===== config.mk =====
export PLATFORM = sky130hd
export DESIGN_NAME = tlc_ped_ctrl
export DESIGN_NICKNAME = d
export VERILOG_FILES = /design/src/rtl/tlc_pkg.sv /design/src/rtl/tlc_flasher.sv /design/src/rtl/tlc_ped_ctrl.sv
export SDC_FILE = /design/constraint.sdc
export NUM_CORES = 1
export LEC_CHECK = 0
export BUFFER_PORTS_ARGS = -buffer_cell sky130_fd_sc_hd__buf_2
export CORE_MARGIN = 4
export CORE_UTILIZATION = 52
export DETAILED_ROUTE_END_ITERATION = 12
export PLACE_DENSITY = 0.77
export SYNTH_ARGS = -nofsm -noshare
export SYNTH_HDL_FRONTEND = slang
export SYNTH_HIERARCHICAL = 1
export SYNTH_SLANG_ARGS = --single-unit

===== constraint.sdc =====
create_clock -name clk -period 2.6 [get_ports clk]
set_input_delay 0.52 -clock clk [delete_from_list [all_inputs] [get_ports clk]]
set_output_delay 0.52 -clock clk [all_outputs]
set_load 0.05 [all_outputs]

===== src/rtl/tlc_pkg.sv =====
`default_nettype none
// ============================================================================
// Module      : tlc_pkg
// Description : Shared light codes, pedestrian FSM encoding and the
//               light-sequence legality check.
// Revision    : 1.0 - initial release
// ============================================================================
package tlc_pkg;

  // Upstream light encoding; 2'b11 never appears on a healthy controller
  typedef enum logic [1:0] {
    LT_RED = 2'b00,
    LT_YEL = 2'b01,
    LT_GRN = 2'b10,
    LT_BAD = 2'b11
  } light_t;

  // Pedestrian controller states
  typedef enum logic [1:0] {
    PS_IDLE  = 2'd0,
    PS_WALK  = 2'd1,
    PS_CLEAR = 2'd2,
    PS_FAULT = 2'd3
  } ped_state_t;

  localparam logic [4:0] c_STALL_MAX = 5'd31;

  // Holding a light is always fine; otherwise only RED->GRN->YEL->RED
  function automatic logic legal_step(input logic [1:0] prev, input logic [1:0] cur);
    logic ok;
    ok = 1'b0;
    if (cur == LT_BAD)                          ok = 1'b0;
    else if (cur == prev)                       ok = 1'b1;
    else if (prev == LT_RED && cur == LT_GRN)   ok = 1'b1;
    else if (prev == LT_GRN && cur == LT_YEL)   ok = 1'b1;
    else if (prev == LT_YEL && cur == LT_RED)   ok = 1'b1;
    return ok;
  endfunction

endpackage
`default_nettype wire


===== src/rtl/tlc_flasher.sv =====
`default_nettype none
// ============================================================================
// Module      : tlc_flasher
// Description : Flash phase generator; toggles every FLASH_DIV cycles,
//               restart forces the lamp-on phase and restarts the divider.
// Revision    : 1.0 - initial release
// ============================================================================
module tlc_flasher #(
  parameter int FLASH_DIV = 1
) (
  input  logic clk,
  input  logic rst,
  input  logic restart,
  output logic phase
);

  localparam logic [3:0] c_DIV_LAST = 4'(FLASH_DIV - 1);

  logic [3:0] r_div;
  logic       r_phase;

  // Divider and phase toggle; restart behaves like a local reset
  always_ff @(posedge clk) begin
    if (rst || restart) begin
      r_div   <= 4'd0;
      r_phase <= 1'b1;
    end else if (r_div == c_DIV_LAST) begin
      r_div   <= 4'd0;
      r_phase <= ~r_phase;
    end else begin
      r_div   <= r_div + 4'd1;
    end
  end

  assign phase = r_phase;

endmodule
`default_nettype wire


===== src/rtl/tlc_ped_ctrl.sv =====
`default_nettype none
// ============================================================================
// Module      : tlc_ped_ctrl
// Description : Pedestrian WALK / DON'T-WALK controller with clearance
//               countdown, plus a sticky safety monitor on the upstream
//               light sequence.
// Revision    : 1.0 - initial release
// ============================================================================
module tlc_ped_ctrl
  import tlc_pkg::*;
#(
  parameter int WALK_CYC  = 3,
  parameter int CLR_CYC   = 2,
  parameter int FLASH_DIV = 1,
  parameter int TIMEOUT   = 31
) (
  input  logic       clk,
  input  logic       rst,
  input  logic [1:0] tl_state,
  input  logic       ped_req,
  output logic       walk,
  output logic       dont_walk,
  output logic [3:0] ped_cnt,
  output logic       ped_pend,
  output logic       fault
);

  localparam logic [3:0] c_WALK_LOAD = 4'(WALK_CYC - 1);
  localparam logic [3:0] c_CLR_LOAD  = 4'(CLR_CYC - 1);
  localparam logic [4:0] c_TIMEOUT   = 5'(TIMEOUT);

  ped_state_t r_state, w_state_nxt;
  logic [3:0] r_timer, w_timer_nxt;
  logic [1:0] r_prev;
  logic [4:0] r_stall, w_stall_nxt;
  logic       r_pend, w_pend_nxt;
  logic       r_walk, r_fault, r_flash_sel;
  logic [3:0] r_cnt;
  logic       w_red_entry, w_trip, w_restart, w_phase;

  // Stall counter: clears on any light change, otherwise counts and saturates
  always_comb begin
    w_stall_nxt = r_stall;
    if (tl_state != r_prev)          w_stall_nxt = 5'd0;
    else if (r_stall != c_STALL_MAX) w_stall_nxt = r_stall + 5'd1;
  end

  // Safety triggers and RED-entry detection against the previous light
  always_comb begin
    w_red_entry = (r_prev != LT_RED) && (tl_state == LT_RED);
    w_trip      = (tl_state == LT_BAD)
               || !legal_step(r_prev, tl_state)
               || (((r_state == PS_WALK) || (r_state == PS_CLEAR)) && (tl_state != LT_RED))
               || (w_stall_nxt >= c_TIMEOUT);
  end

  // Next-state logic; faults override the timers, timers override red_entry
  always_comb begin
    w_state_nxt = r_state;
    w_timer_nxt = r_timer;
    if (r_state == PS_FAULT || w_trip) begin
      w_state_nxt = PS_FAULT;
      w_timer_nxt = 4'd0;
    end else begin
      case (r_state)
        PS_IDLE: begin
          if (w_red_entry && (r_pend || ped_req)) begin
            w_state_nxt = PS_WALK;
            w_timer_nxt = c_WALK_LOAD;
          end
        end
        PS_WALK: begin
          if (r_timer == 4'd0) begin
            w_state_nxt = PS_CLEAR;
            w_timer_nxt = c_CLR_LOAD;
          end else begin
            w_timer_nxt = r_timer - 4'd1;
          end
        end
        PS_CLEAR: begin
          if (r_timer == 4'd0) begin
            w_state_nxt = PS_IDLE;
            w_timer_nxt = 4'd0;
          end else begin
            w_timer_nxt = r_timer - 4'd1;
          end
        end
        default: w_state_nxt = PS_FAULT;
      endcase
    end
  end

  // Request latch (WALK entry serves it) and flash restart on CLEAR/FAULT entry
  always_comb begin
    w_pend_nxt = r_pend;
    if (w_state_nxt == PS_WALK && r_state != PS_WALK) w_pend_nxt = 1'b0;
    else if (ped_req && r_state != PS_WALK)           w_pend_nxt = 1'b1;
    w_restart = ((w_state_nxt == PS_CLEAR) && (r_state != PS_CLEAR))
             || ((w_state_nxt == PS_FAULT) && (r_state != PS_FAULT));
  end

  // State, monitor history and registered lamp outputs
  always_ff @(posedge clk) begin
    if (rst) begin
      r_state     <= PS_IDLE;
      r_timer     <= 4'd0;
      r_prev      <= LT_RED;
      r_stall     <= 5'd0;
      r_pend      <= 1'b0;
      r_walk      <= 1'b0;
      r_cnt       <= 4'd0;
      r_fault     <= 1'b0;
      r_flash_sel <= 1'b0;
    end else begin
      r_state     <= w_state_nxt;
      r_timer     <= w_timer_nxt;
      r_prev      <= tl_state;
      r_stall     <= w_stall_nxt;
      r_pend      <= w_pend_nxt;
      r_walk      <= (w_state_nxt == PS_WALK);
      r_cnt       <= (w_state_nxt == PS_CLEAR) ? (w_timer_nxt + 4'd1) : 4'd0;
      r_fault     <= (w_state_nxt == PS_FAULT);
      r_flash_sel <= (w_state_nxt == PS_CLEAR) || (w_state_nxt == PS_FAULT);
    end
  end

  tlc_flasher #(
    .FLASH_DIV (FLASH_DIV)
  ) u_flasher (
    .clk     (clk),
    .rst     (rst),
    .restart (w_restart),
    .phase   (w_phase)
  );

  // DON'T-WALK flashes in CLEAR/FAULT, otherwise it is the inverse of WALK
  assign dont_walk = r_flash_sel ? w_phase : ~r_walk;
  assign walk      = r_walk;
  assign ped_cnt   = r_cnt;
  assign ped_pend  = r_pend;
  assign fault     = r_fault;

endmodule
`default_nettype wire

Yosys cells after proc, flatten, opt, wreduce, memory -nomap -nowiden --
Cells that the tools add are included.
Word-level totals: register bits 26, latch bits 0, RAM bits 0, ROM bits 0, bits of input ports 5, output and inout port bits 8, memories 0
Cells by class: $add $sub $neg 4, multipliers 0, divide/modulo/power cells 0, magnitude comparators 1, equal/unequal tests 17, shift operators 0, multiplexer cells 18, bitwise operators 3, reduce and logical (&&, ||, !) cells 30
Operators by type and width (number):
- $mux W4 | 4
- $eq A2 B2 Y1 const B | 7
- $pmux W4 S3 | 1
- $logic_and A1 B1 Y1 | 10
- $mux W5 | 2
- $logic_or A1 B1 Y1 | 9
- $add A4 B1 Y4 const B | 2
- $eq A2 B1 Y1 const B | 4
- $logic_not A4 Y1 | 2
- $mux W2 | 4
- $logic_not A2 Y1 | 3
- $mux W1 | 6
- $pmux W2 S3 | 1
- $reduce_or A2 Y1 | 3
- $add A5 B1 Y5 const B | 1
- $ge A5 B5 Y1 const B | 1
- $ne A5 B5 Y1 const B | 1
- $ne A2 B2 Y1 const B | 2
- $reduce_bool A2 Y1 | 2
- $sub A4 B1 Y4 const B | 1
- $not A1 Y1 | 3
- $eq A2 B2 Y1 | 1
- $ne A2 B1 Y1 const B | 1
- $ne A2 B2 Y1 | 1
- $logic_not A1 Y1 | 1

Logic depth before layout (Yosys ltp) --
Gate-level depths: netlist (run 1).
depth after elaboration 18, mapped depth 11, depth with buffers taken out 11

Hierarchy --
The synthesis (run 1) kept the hierarchy.
By module, submodules not included:
- tlc_ped_ctrl | instances 1, cells each 136, area each 1129.8 um2, seq. area each 420.4 um2
- tlc_flasher | instances 1, cells each 21, area each 222.7 um2, seq. area each 100.1 um2

Worst setup path before layout (run 1) --
No wires, ideal clock.
path type reg-to-reg, start point reg r_stall[0], end point reg u_flasher.r_phase, in the netlist u_flasher/phase, arrival 2.100 ns, data required time 2.473 ns, setup slack 0.373 ns, stages on the path, launching flop included 9, path buffers 0, period minus slack after synthesis 2.227 ns, path through dfxtp_1 > ha_1 > nand4_1 > mux2i_1 > nor4_1 > nor3_4 > nand2_1 > o32ai_1 > or3_1
Between the ends: cells in the longest elaborated chain, start to end 11, elaborated cells between the ends (all ways) 14, those cells by class 1 x add/sub; 1 x order compare; 3 x eq/ne; 3 x mux; 6 x reduce/logical
RTL lines:
- start: declaration | line tlc_ped_ctrl.sv:35 | logic [4:0] r_stall, w_stall_nxt;
- start signal: assignment | line tlc_ped_ctrl.sv:118 | r_stall <= w_stall_nxt;
- $add A5 B1 Y5 / $ne A5 B5 Y1 (equally long branches) | line tlc_ped_ctrl.sv:45 | else if (r_stall != c_STALL_MAX) w_stall_nxt = r_stall + 5'd1;
- $mux W5 (*) | line tlc_ped_ctrl.sv:45
- $mux W5 (*) | line tlc_ped_ctrl.sv:44 | if (tl_state != r_prev) w_stall_nxt = 5'd0;
- $ge A5 B5 Y1 (*) | line tlc_ped_ctrl.sv:54 | || (w_stall_nxt >= c_TIMEOUT);
- $logic_or A1 B1 Y1 (*) | line tlc_ped_ctrl.sv:54
- $logic_or A1 B1 Y1 (*) | line tlc_ped_ctrl.sv:61 | if (r_state == PS_FAULT || w_trip) begin
- $mux W2 (*) | line tlc_ped_ctrl.sv:61
- $eq A2 B2 Y1 (on tied branches) | line tlc_ped_ctrl.sv:98, tlc_ped_ctrl.sv:99
- $logic_and A1 B1 Y1 (on tied branches) | line tlc_ped_ctrl.sv:98, tlc_ped_ctrl.sv:99
- $logic_or A1 B1 Y1 (*) | line tlc_ped_ctrl.sv:99 | || ((w_state_nxt == PS_FAULT) && (r_state != PS_FAULT));
- via w_restart | line tlc_ped_ctrl.sv:39 | logic w_red_entry, w_trip, w_restart, w_phase;
- $logic_or A1 B1 Y1 (*) | line tlc_flasher.sv:24 | if (rst || restart) begin
- end signal: assignment | line tlc_flasher.sv:29 | r_phase <= ~r_phase;
- end: declaration | line tlc_flasher.sv:20 | logic r_phase;
Mark *: on every way through the listed nets, which the timed path passes. The rest lies on a longest branch. A chain may end at the register's enable or synchronous reset.

Worst setup path after layout (run 1) --
start point reg r_state[0], end point reg u_flasher.r_phase, in the netlist u_flasher/phase
Between the ends: cells in the longest elaborated chain, start to end 11, elaborated cells between the ends (all ways) 22, those cells by class 7 x eq/ne; 5 x mux; 10 x reduce/logical
RTL lines:
- start: declaration | line tlc_ped_ctrl.sv:32 | ped_state_t r_state, w_state_nxt;
- start signal: assignment | line tlc_ped_ctrl.sv:115 | r_state <= w_state_nxt;
- $eq A2 B1 Y1 / $eq A2 B2 Y1 (equally long branches) | line tlc_ped_ctrl.sv:53, tlc_ped_ctrl.sv:65
- $logic_or A1 B1 Y1 | line tlc_ped_ctrl.sv:53 | || (((r_state == PS_WALK) || (r_state == PS_CLEAR)) && (tl_state != LT_RED))
- $logic_and A1 B1 Y1 | line tlc_ped_ctrl.sv:53
- $logic_or A1 B1 Y1 | line tlc_ped_ctrl.sv:53
- $logic_or A1 B1 Y1 | line tlc_ped_ctrl.sv:54
- $logic_or A1 B1 Y1 | line tlc_ped_ctrl.sv:61
- $mux W2 | line tlc_ped_ctrl.sv:61
- $eq A2 B2 Y1 (on tied branches) | line tlc_ped_ctrl.sv:98, tlc_ped_ctrl.sv:99
- $logic_and A1 B1 Y1 (on tied branches) | line tlc_ped_ctrl.sv:98, tlc_ped_ctrl.sv:99
- $logic_or A1 B1 Y1 (*) | line tlc_ped_ctrl.sv:99
- via w_restart | line tlc_ped_ctrl.sv:39
- $logic_or A1 B1 Y1 (*) | line tlc_flasher.sv:24
Marked as above.

==> results.toml, run 1 <==
[sta]
slew_violations = 0
hold_viol = 0
fin_ws_ns = 0.234
worstMarginPinSlew_ns = 0.535
tns_ns = 0
finalSetupViolCount = 0
clock_skew_ns = 0.00446
rsz0062_at_grt = "no"
min_period_ns = 2.37
period_share_pct = 91.0
slew_headroom_pct = 64.1
fmaxAchievable_ghz = 0.423

[outcome]
outcome = "finished, final reports clean"

[floorplanning]
die_w_um = 59
start_util_pct = 54.6
num_io_pins = 13
rows = 18
core_um2 = 2480
die_h_um = 59
dieArea_um2 = 3480

[final_layout]
final_cell_mix = "26 x dfxtp_1, 24 x nor2_1, 13 x inv_1, 12 x buf_2, 10 x ha_1"
finalNetCount = 191
area_growth_pct = 13.3
drive_gt1_share_pct = 16.0
diodes = 0
final_common_cell = "dfxtp_1"

[global_routing]
grt_overflow = 0
gr-usage-met3_pct = 2.83
grt_pass1_vias = 1096
grt_max_degree = 16
top_usage_layer = "met2"
grt_antenna_before_repair = 0
grt_pass1_wl_um = 4690
grt.total_usage_pct = 17.5
grt.met1_usage_pct = 20.5
met2_usage_pct = 32.2

[critical_path]
cp-start-kind = "register"
required_ns = 2.83
reg2regPathDepth = 8
cp_slowest_stage_delay_ns = 0.45
path_class = "register to register"
slowest_stage = "dfxtp_1"
cp_max_fo = 6
end_kind = "register"
cp_data_arrival_time_ns = 2.59
cp_cell_sequence = "inv_1 -> ha_1 -> nor2_1 -> o31ai_1 -> a21oi_1 -> o21a_1 -> o32ai_2 -> or3_1"

[pwr]
p_per_area_nw_per_um2 = 573
peakVddDrop_mv = 0.323
leakagePower_nw = 0.598

[synth]
synth-simple-area-share_pct = 27.1
synth.distinct_cells = 43
yosysSeqAreaShare_pct = 38.5
synth_flop_cell = "dfxtp_1"
syn_inst = 157
synth-adder-area-share_pct = 9.25
synth_xor_area_share_pct = 3.89
async_flop_share_pct = 0
syn_nets = 172
synth_compound_area_share_pct = 15.5
ys_warn_count = 6
synth_edf_count = 0
synth_area_um2 = 1350
synth-seq-cells = 26
synth_top_family_by_area = "simple AND/OR/NAND/NOR gates"
synth.avg_cell_area_um2 = 8.61
synth_mux_area_share_pct = 1.57

[place]
post-place-ws_ns = 0.242
hpwl_um = 2110
gp_congestion = 0.751
port_buffers = 12

[hold_path]
hold_class = "input pin to register"
min_delay_path_depth = 2

[routing]
drt_iter0_markers = 54
firstDrtPassIters = 4
vias = 1141
drt_wl_total_um = 2740
wl_per_cell_um = 13.4
ant_nets = 0
vias_per_cell = 5.57
drcViolationCount = 0

[clock_tree]
htree_levels = 1
cts.sinks = 26
path_clk_slew_ns = 0.15
cts-buffers-inserted = 3
postCtsHoldBufs = 0
cts_resized = 0
clockBufferDepth = 2
cts_tree = "built"
clk_latency_ns = 0.33
cts-root-buf = "clkbuf_4"
cts_setup_buffers = 0

[flow_run]
cap_violations = 0
[cells in the mapped netlist, types with 2 or more instances]
cell type	instances	area [um^2]
a21oi_1	8	40.0
a211oi_1	4	30.0
xnor2_1	4	35.0
nand2_1	7	26.3
a31oi_1	2	12.5
nand2b_1	5	31.3
inv_1	13	48.8
nand3_1	5	25.0
nor4_1	3	18.8
xor2_1	2	17.5
o21a_1	2	15.0
nor3_1	5	25.0
nor2b_1	3	18.8
o21ai_0	4	20.0
nor3b_2	2	25.0
nor2_1	24	90.1
ha_1	10	125
o211ai_1	2	15.0
o31ai_1	2	15.0
dfxtp_1	26	521
or4_1	2	15.0
[area by class of cell]
| type | count | area, um^2 |
|---|---|---|
| Fill cell | 243 | 945 |
| Multi-Input combinational cell | 116 | 783 |
| Sequential cell | 26 | 520 |
| Timing Repair Buffer | 16 | 90.1 |
| Inverter | 13 | 48.8 |
| Tap cell | 30 | 37.5 |
| Clock inverter | 1 | 30.0 |
| Clock buffer | 3 | 22.5 |
[registers in the layout (all words and copies together) (netlist names), 2 cells and up]
name             flops
r_timer              4
ped_cnt              4
r_state              2
r_stall              5
u_flasher/r_div      4
r_prev               2
[report_power, final]
part | switching (mW) | internal [mW]
Sequential | 0.0118 | 0.413
Clock | 0.125 | 0.156
Combinational | 0.111 | 0.0615
[worst paths after layout]
| check | endpoint | start | slack, ns |
|---|---|---|---|
| worst max-delay path | u_flasher/phase | r_state[0] | 0.23 |
| worst min-delay path | r_prev[1] | tl_state[1] | 0.49 |
| worst max register to register | u_flasher/phase | r_state[0] | 0.23 |
| worst min register to register | u_flasher/r_div[0] | u_flasher/r_div[0] | 0.52 |
[layer usage]
layer / share of wire, % / vias to the layer above
li1: - / 588
met1: 44 / 540
met2: 53 / 8
met3: 1.6 / 5
met4: 1.3 / 0
met5: 0 / -
[worst max-delay path, delay by kind of cell, from the launching register on]
family                   cells  cell delay [ns]
adder cells (fa/ha/maj)      1             0.27
flip-flops                   1             0.45
AND/OR/NAND/NOR              2             0.71
AO/OA/AOI/OAI                4             0.72
buffers and inverters        1             0.12
[per-stage QoR]
step | power [mW] | util, % | cells | hold WS [ns] | area, um^2
final | 0.878 | 61.9 | 205 | 0.488 | 1530
after global routing | 0.924 | 61.9 | 205 | 0.473 | 1530
after CTS | 0.881 | 61.6 | 205 | 0.484 | 1530
after detailed placement | 0.601 | 59.4 | 201 | 0.502 | 1470
after global placement | 0.595 | 59.4 | 201 | 0.483 | 1470
after floorplan | 0.553 | - | 157 | 0.449 | 1350
[cells by family (layout without fill, tap and decap cells)]
family | count (synthesis) | count (layout)
buffers and inverters | 15 | 33
AOI/OAI and AO/OA | 31 | 31
muxes | 2 | 2
DFF | 26 | 26
xor gates and xnor gates | 6 | 6
and+or+nand+nor | 67 | 67
adders and majority gates | 10 | 10
Power figures use the tool's default switching activity.
==> run 2: changes to the inputs <==
- CTS_BUF_LIST: unset -> sky130_fd_sc_hd__clkbuf_8
==> results.toml, run 2 (synthesis results as in run 1) <==
[routing]
vias = 1152
vias_per_cell = 5.62
drt_iter0_markers = 45
wl_per_cell_um = 13.4
firstDrtPassIters = 4
drt_wl_total_um = 2740
ant_nets = 0
drcViolationCount = 0

[pwr]
p_per_area_nw_per_um2 = 600
peakVddDrop_mv = 0.422
leakagePower_nw = 0.606

[critical_path]
cp_data_arrival_time_ns = 2.53
rrSetupSlack_ns = 0.23
r2r-start = "r_state[0]"
reg2regPathDepth = 8
path_class = "register to register"
cp-start-kind = "register"
required_ns = 2.76
critPathCapture = "u_flasher/phase"
startpoint = "r_state[0]"
cp_max_fo = 6
r2r_end = "u_flasher/phase"
end_kind = "register"

[global_routing]
grt_max_degree = 16
grt_pass1_wl_um = 4660
grt_overflow = 0
grt_pass1_vias = 1096
grt.total_usage_pct = 17.3
grt_antenna_before_repair = 0

[final_layout]
drive_gt1_share_pct = 16.0
top_register = "r_stall"
final_area_um2 = 1550
finalNetCount = 191
area_growth_pct = 14.7
multi_input_area_um2 = 783
final_cell_mix = "26 x dfxtp_1, 24 x nor2_1, 13 x inv_1, 12 x buf_2, 10 x ha_1"
largest_reg_flops = 5
final_common_cell = "dfxtp_1"
regArea_um2 = 520
diodes = 0
fillers = 237

[sta]
clock_skew_ns = 0.00314
hold_viol = 0
slew_headroom_pct = 65.9
fmaxAchievable_ghz = 0.423
rsz0062_at_grt = "no"
slew_violations = 0
period_share_pct = 91.0
min_period_ns = 2.37
fin_ws_ns = 0.233
finalSetupViolCount = 0
tns_ns = 0
worstMarginPinSlew_ns = 0.505

[place]
port_buffers = 12
post-place-ws_ns = 0.242
place_area_um2 = 1470
hpwl_um = 2110
gp_congestion = 0.751

[clock_tree]
cts_tree = "built"
cts_setup_buffers = 0
htree_levels = 1
path_clk_slew_ns = 0.09
cts.sinks = 26
clk_latency_ns = 0.27
clockBufferDepth = 2
cts-buffers-inserted = 3
cts-root-buf = "clkbuf_8"

[floorplanning]
core_um2 = 2480
num_io_pins = 13
die_w_um = 59
start_util_pct = 54.6
dieArea_um2 = 3480
die_h_um = 59
rows = 18

[outcome]
outcome = "finished, final reports clean"

[hold_path]
hold_class = "register to register"

[flow_run]
cap_violations = 0
run 2: cell types whose count changed in the layout (fill, tap and decap cells not counted):
cell and delta:
clkbuf_8 +3, clkbuf_4 -3
run 2: power by group:
group	internal (mW)	total (mW)	leakage [nW]	switching, mW
clock network	0.206	0.334	0.0357	0.128
registers	0.413	0.425	0.212	0.0119
logic	0.0615	0.173	0.358	0.111
total	0.680	0.931	0.606	0.251
run 2: area by class of cell:
type	count	share of cell area, %
clock inverter	1	1.94
tap	30	2.42
inverter	13	3.15
timing repair buffer	16	5.81
sequential	26	33.5
multi-input combinational	116	50.5
clock buffer	3	2.66
run 2: how the worst min path moves through the flow:
stage | to | from | cells after the start
CTS | u_flasher/r_div[0] | u_flasher/r_div[0] | 1
detailed placement | u_flasher/r_div[0] | u_flasher/r_div[0] | 1
finish | u_flasher/r_div[0] | u_flasher/r_div[0] | 1
global route | u_flasher/r_div[0] | u_flasher/r_div[0] | 1
global placement | u_flasher/r_div[0] | u_flasher/r_div[0] | 1
floorplan | u_flasher/r_div[0] | u_flasher/r_div[0] | 1
run 2: routing by layer:
metal / wire length, um / global-route usage (%)
met5: 0 / 0
met4: 17 / 4.53
met3: 54 / 2.83
met2: 1480 / 32.0
met1: 1190 / 20.5
run 2: timing repair:
item / in CTS / in global routing
setup endpoints to repair: 0 / 2
gates resized for setup: 0 / 1
hold buffers: 0 / 0
run 2: metrics by stage:
| step | utilization (%) | instances | hold slack [ns] | power (mW) |
|---|---|---|---|---|
| floorplan | - | 157 | 0.449 | 0.553 |
| global placement | 59.4 | 201 | 0.483 | 0.595 |
| detailed placement | 59.4 | 201 | 0.502 | 0.601 |
| CTS | 62.3 | 205 | 0.516 | 0.938 |
| global route | 62.6 | 205 | 0.545 | 0.977 |
| finish | 62.6 | 205 | 0.509 | 0.931 |
run 2: critical path, cell delays in order, from the launching register on:
cell	delay, ns
dfxtp_1	0.44
inv_1	0.12
ha_1	0.27
nor2_1	0.33
o31ai_1	0.11
a21oi_1	0.28
o21a_1	0.20
o32ai_2	0.13
or3_1	0.38
==> run 3: changes to the inputs <==
- SYNTH_HIERARCHICAL: 1 -> unset
==> results.toml, run 3 <==
[outcome]
outcome = "finished, final reports clean"

[global_routing]
grt_pass1_vias = 1093
grt_overflow = 0
grt_pass1_wl_um = 4420
grt_antenna_before_repair = 0
grt.met1_usage_pct = 17.2
met2_usage_pct = 29.8
grt_max_degree = 17
grt.total_usage_pct = 16.2
gr-usage-met3_pct = 3.95
top_usage_layer = "met2"

[pwr]
peakVddDrop_mv = 0.437
clock_power_share_pct = 26.8
p_int_mw = 0.577
power_frac_seq_pct = 53.1
swShare_pct = 27.6
p_per_area_nw_per_um2 = 529
combinationalPowerShare_pct = 20.1
leakagePower_nw = 0.643
switching_power_mw = 0.220

[synth]
synth_area_leaders = "dfxtp_1 39%, ha_1 9.3%, nor2_1 6.4%"
yosys.area.top_type = "dfxtp_1"
syn_inst = 153
synth-seq-cells = 26
syn_nets = 168
synth_area_um2 = 1350
synth_top_area_share_pct = 38.6
yosysSeqAreaShare_pct = 38.6
async_flop_share_pct = 0
synth_edf_count = 0
ys_top_cells_by_count = "26 x dfxtp_1, 23 x nor2_1, 12 x inv_1, 10 x ha_1, 10 x nor3_1"
synth_flop_cell = "dfxtp_1"
synth.distinct_cells = 40
synth.most_common_cell = "dfxtp_1"
synth.avg_cell_area_um2 = 8.81
ys_warn_count = 0

[clock_tree]
clk_latency_ns = 0.26
htree_levels = 1
cts_setup_buffers = 0
cts-root-buf = "clkbuf_8"
clockBufferDepth = 2
cts_tree = "built"
cts-buffers-inserted = 3
path_clk_slew_ns = 0.08
cts.sinks = 26

[sta]
period_share_pct = 92.1
finalSetupViolCount = 0
clock_skew_ns = 0.00181
hold_viol = 0
slew_violations = 0
worstMarginPinSlew_ns = 0.522
tns_ns = 0
fin_ws_ns = 0.204
min_period_ns = 2.40
fmaxAchievable_ghz = 0.417
rsz0062_at_grt = "no"
slew_headroom_pct = 64.2

[final_layout]
fin_cells = 199
utilization_pct = 60.8
final_common_cell = "dfxtp_1"
fillers = 223
finalNetCount = 186
diodes = 0
drive_gt1_share_pct = 16.0
final_cell_mix = "26 x dfxtp_1, 23 x nor2_1, 12 x inv_1, 12 x buf_2, 10 x nor3_1"
top_register = "r_stall"
area_growth_pct = 11.8
largest_reg_flops = 5

[critical_path]
cp_slowest_stage_delay_ns = 0.55
end_kind = "register"
crit_path_frequent_cell = "nor2_1"
cp_max_fo = 8
required_ns = 2.80
cp_data_arrival_time_ns = 2.60
rrSetupSlack_ns = 0.20
cp_cell_sequence = "ha_2 -> nand4_2 -> mux2i_1 -> or4_1 -> nand3b_1 -> nor2_1 -> ha_1 -> xor2_1 -> nor2_1"
slowest_stage = "or4_1"
path_class = "register to register"
cp-start-kind = "register"

[routing]
drt_wl_total_um = 2640
firstDrtPassIters = 4
drt_iter0_markers = 30
wl_per_cell_um = 13.3
vias = 1161
vias_per_cell = 5.83
ant_nets = 0
drcViolationCount = 0

[floorplanning]
die_h_um = 58.9
num_io_pins = 13
die_w_um = 58.9
rows = 18
start_util_pct = 54.4
dieArea_um2 = 3470
core_um2 = 2480

[place]
gp_congestion = 0.820
dp.cells = 196
port_buffers = 12
hpwl_um = 2090
post-place-ws_ns = 0.177

[hold_path]
hold_class = "register to register"

[flow_run]
cap_violations = 0
==> run 3: final cells by class <==
type | count | area [um^2] | share of cell area, %
multi-input cells | 111 | 764 | 50.7
flip-flops and latches | 26 | 520 | 34.6
repair buffers | 17 | 97.6 | 6.48
inverters | 12 | 45.0 | 2.99
clock buffers | 3 | 41.3 | 2.74
well taps | 30 | 37.5 | 2.49
==> run 3: power groups by stage <==
stage	sequential, mW	combinational [mW]	clock [mW]
CTS	0.423	0.161	0.224
global placement	0.432	0.155	0
detailed placement	0.433	0.160	0
floorplan	0.448	0.100	0
global route	0.425	0.178	0.240
finish	0.424	0.160	0.213
==> run 3: metrics by stage <==
step                cell area [um^2]  power [mW]  hold WS [ns]
floorplan                       1350       0.548         0.450
global placement                1460       0.587         0.474
detailed placement              1460       0.593         0.479
CTS                             1500       0.809         0.492
global route                    1510       0.843         0.522
finish                          1510       0.798         0.485
==> run 3: cells by family (layout without fill, tap and decap cells) <==
logic type      count (synthesis)  count (layout)  synth area share [%]
compound gates                 28              28                  14.4
xor+xnor                        6               6                  3.90
fa+ha+maj                      10              10                  9.29
buf+inv                        16              32                  4.83
flops                          26              26                  38.6
mux                             4               4                  3.06
simple gates                   63              63                  25.9
==> run 3: worst max-delay path: cells and delay by family (launching register included) <==
family	cells	cell delay, ns
adder cells (fa/ha/maj)	2	0.50
multiplexers	1	0.16
flip-flops	1	0.44
XOR/XNOR	1	0.15
AND/OR/NAND/NOR	5	1.07
==> run 3: path summary, 6_finish.rpt <==
kind,start,to,depth (start not counted)
max,r_stall[0],ped_cnt[2],9
min reg2reg,u_flasher.r_div[0],u_flasher.r_div[0],1
min,u_flasher.r_div[0],u_flasher.r_div[0],1
max reg2reg,r_stall[0],ped_cnt[2],9
==> run 3: what timing repair did <==
| item | CTS | global route |
|---|---|---|
| hold buffers | 0 | 0 |
| resized for setup | 0 | 1 |
| setup endpoints to repair | 0 | 1 |
==> run 3: layer usage <==
layer	part of all wire, %	vias to the layer above
li1	-	572
met1	40	544
met2	52	35
met3	5.2	10
met4	2.7	0
met5	0	-
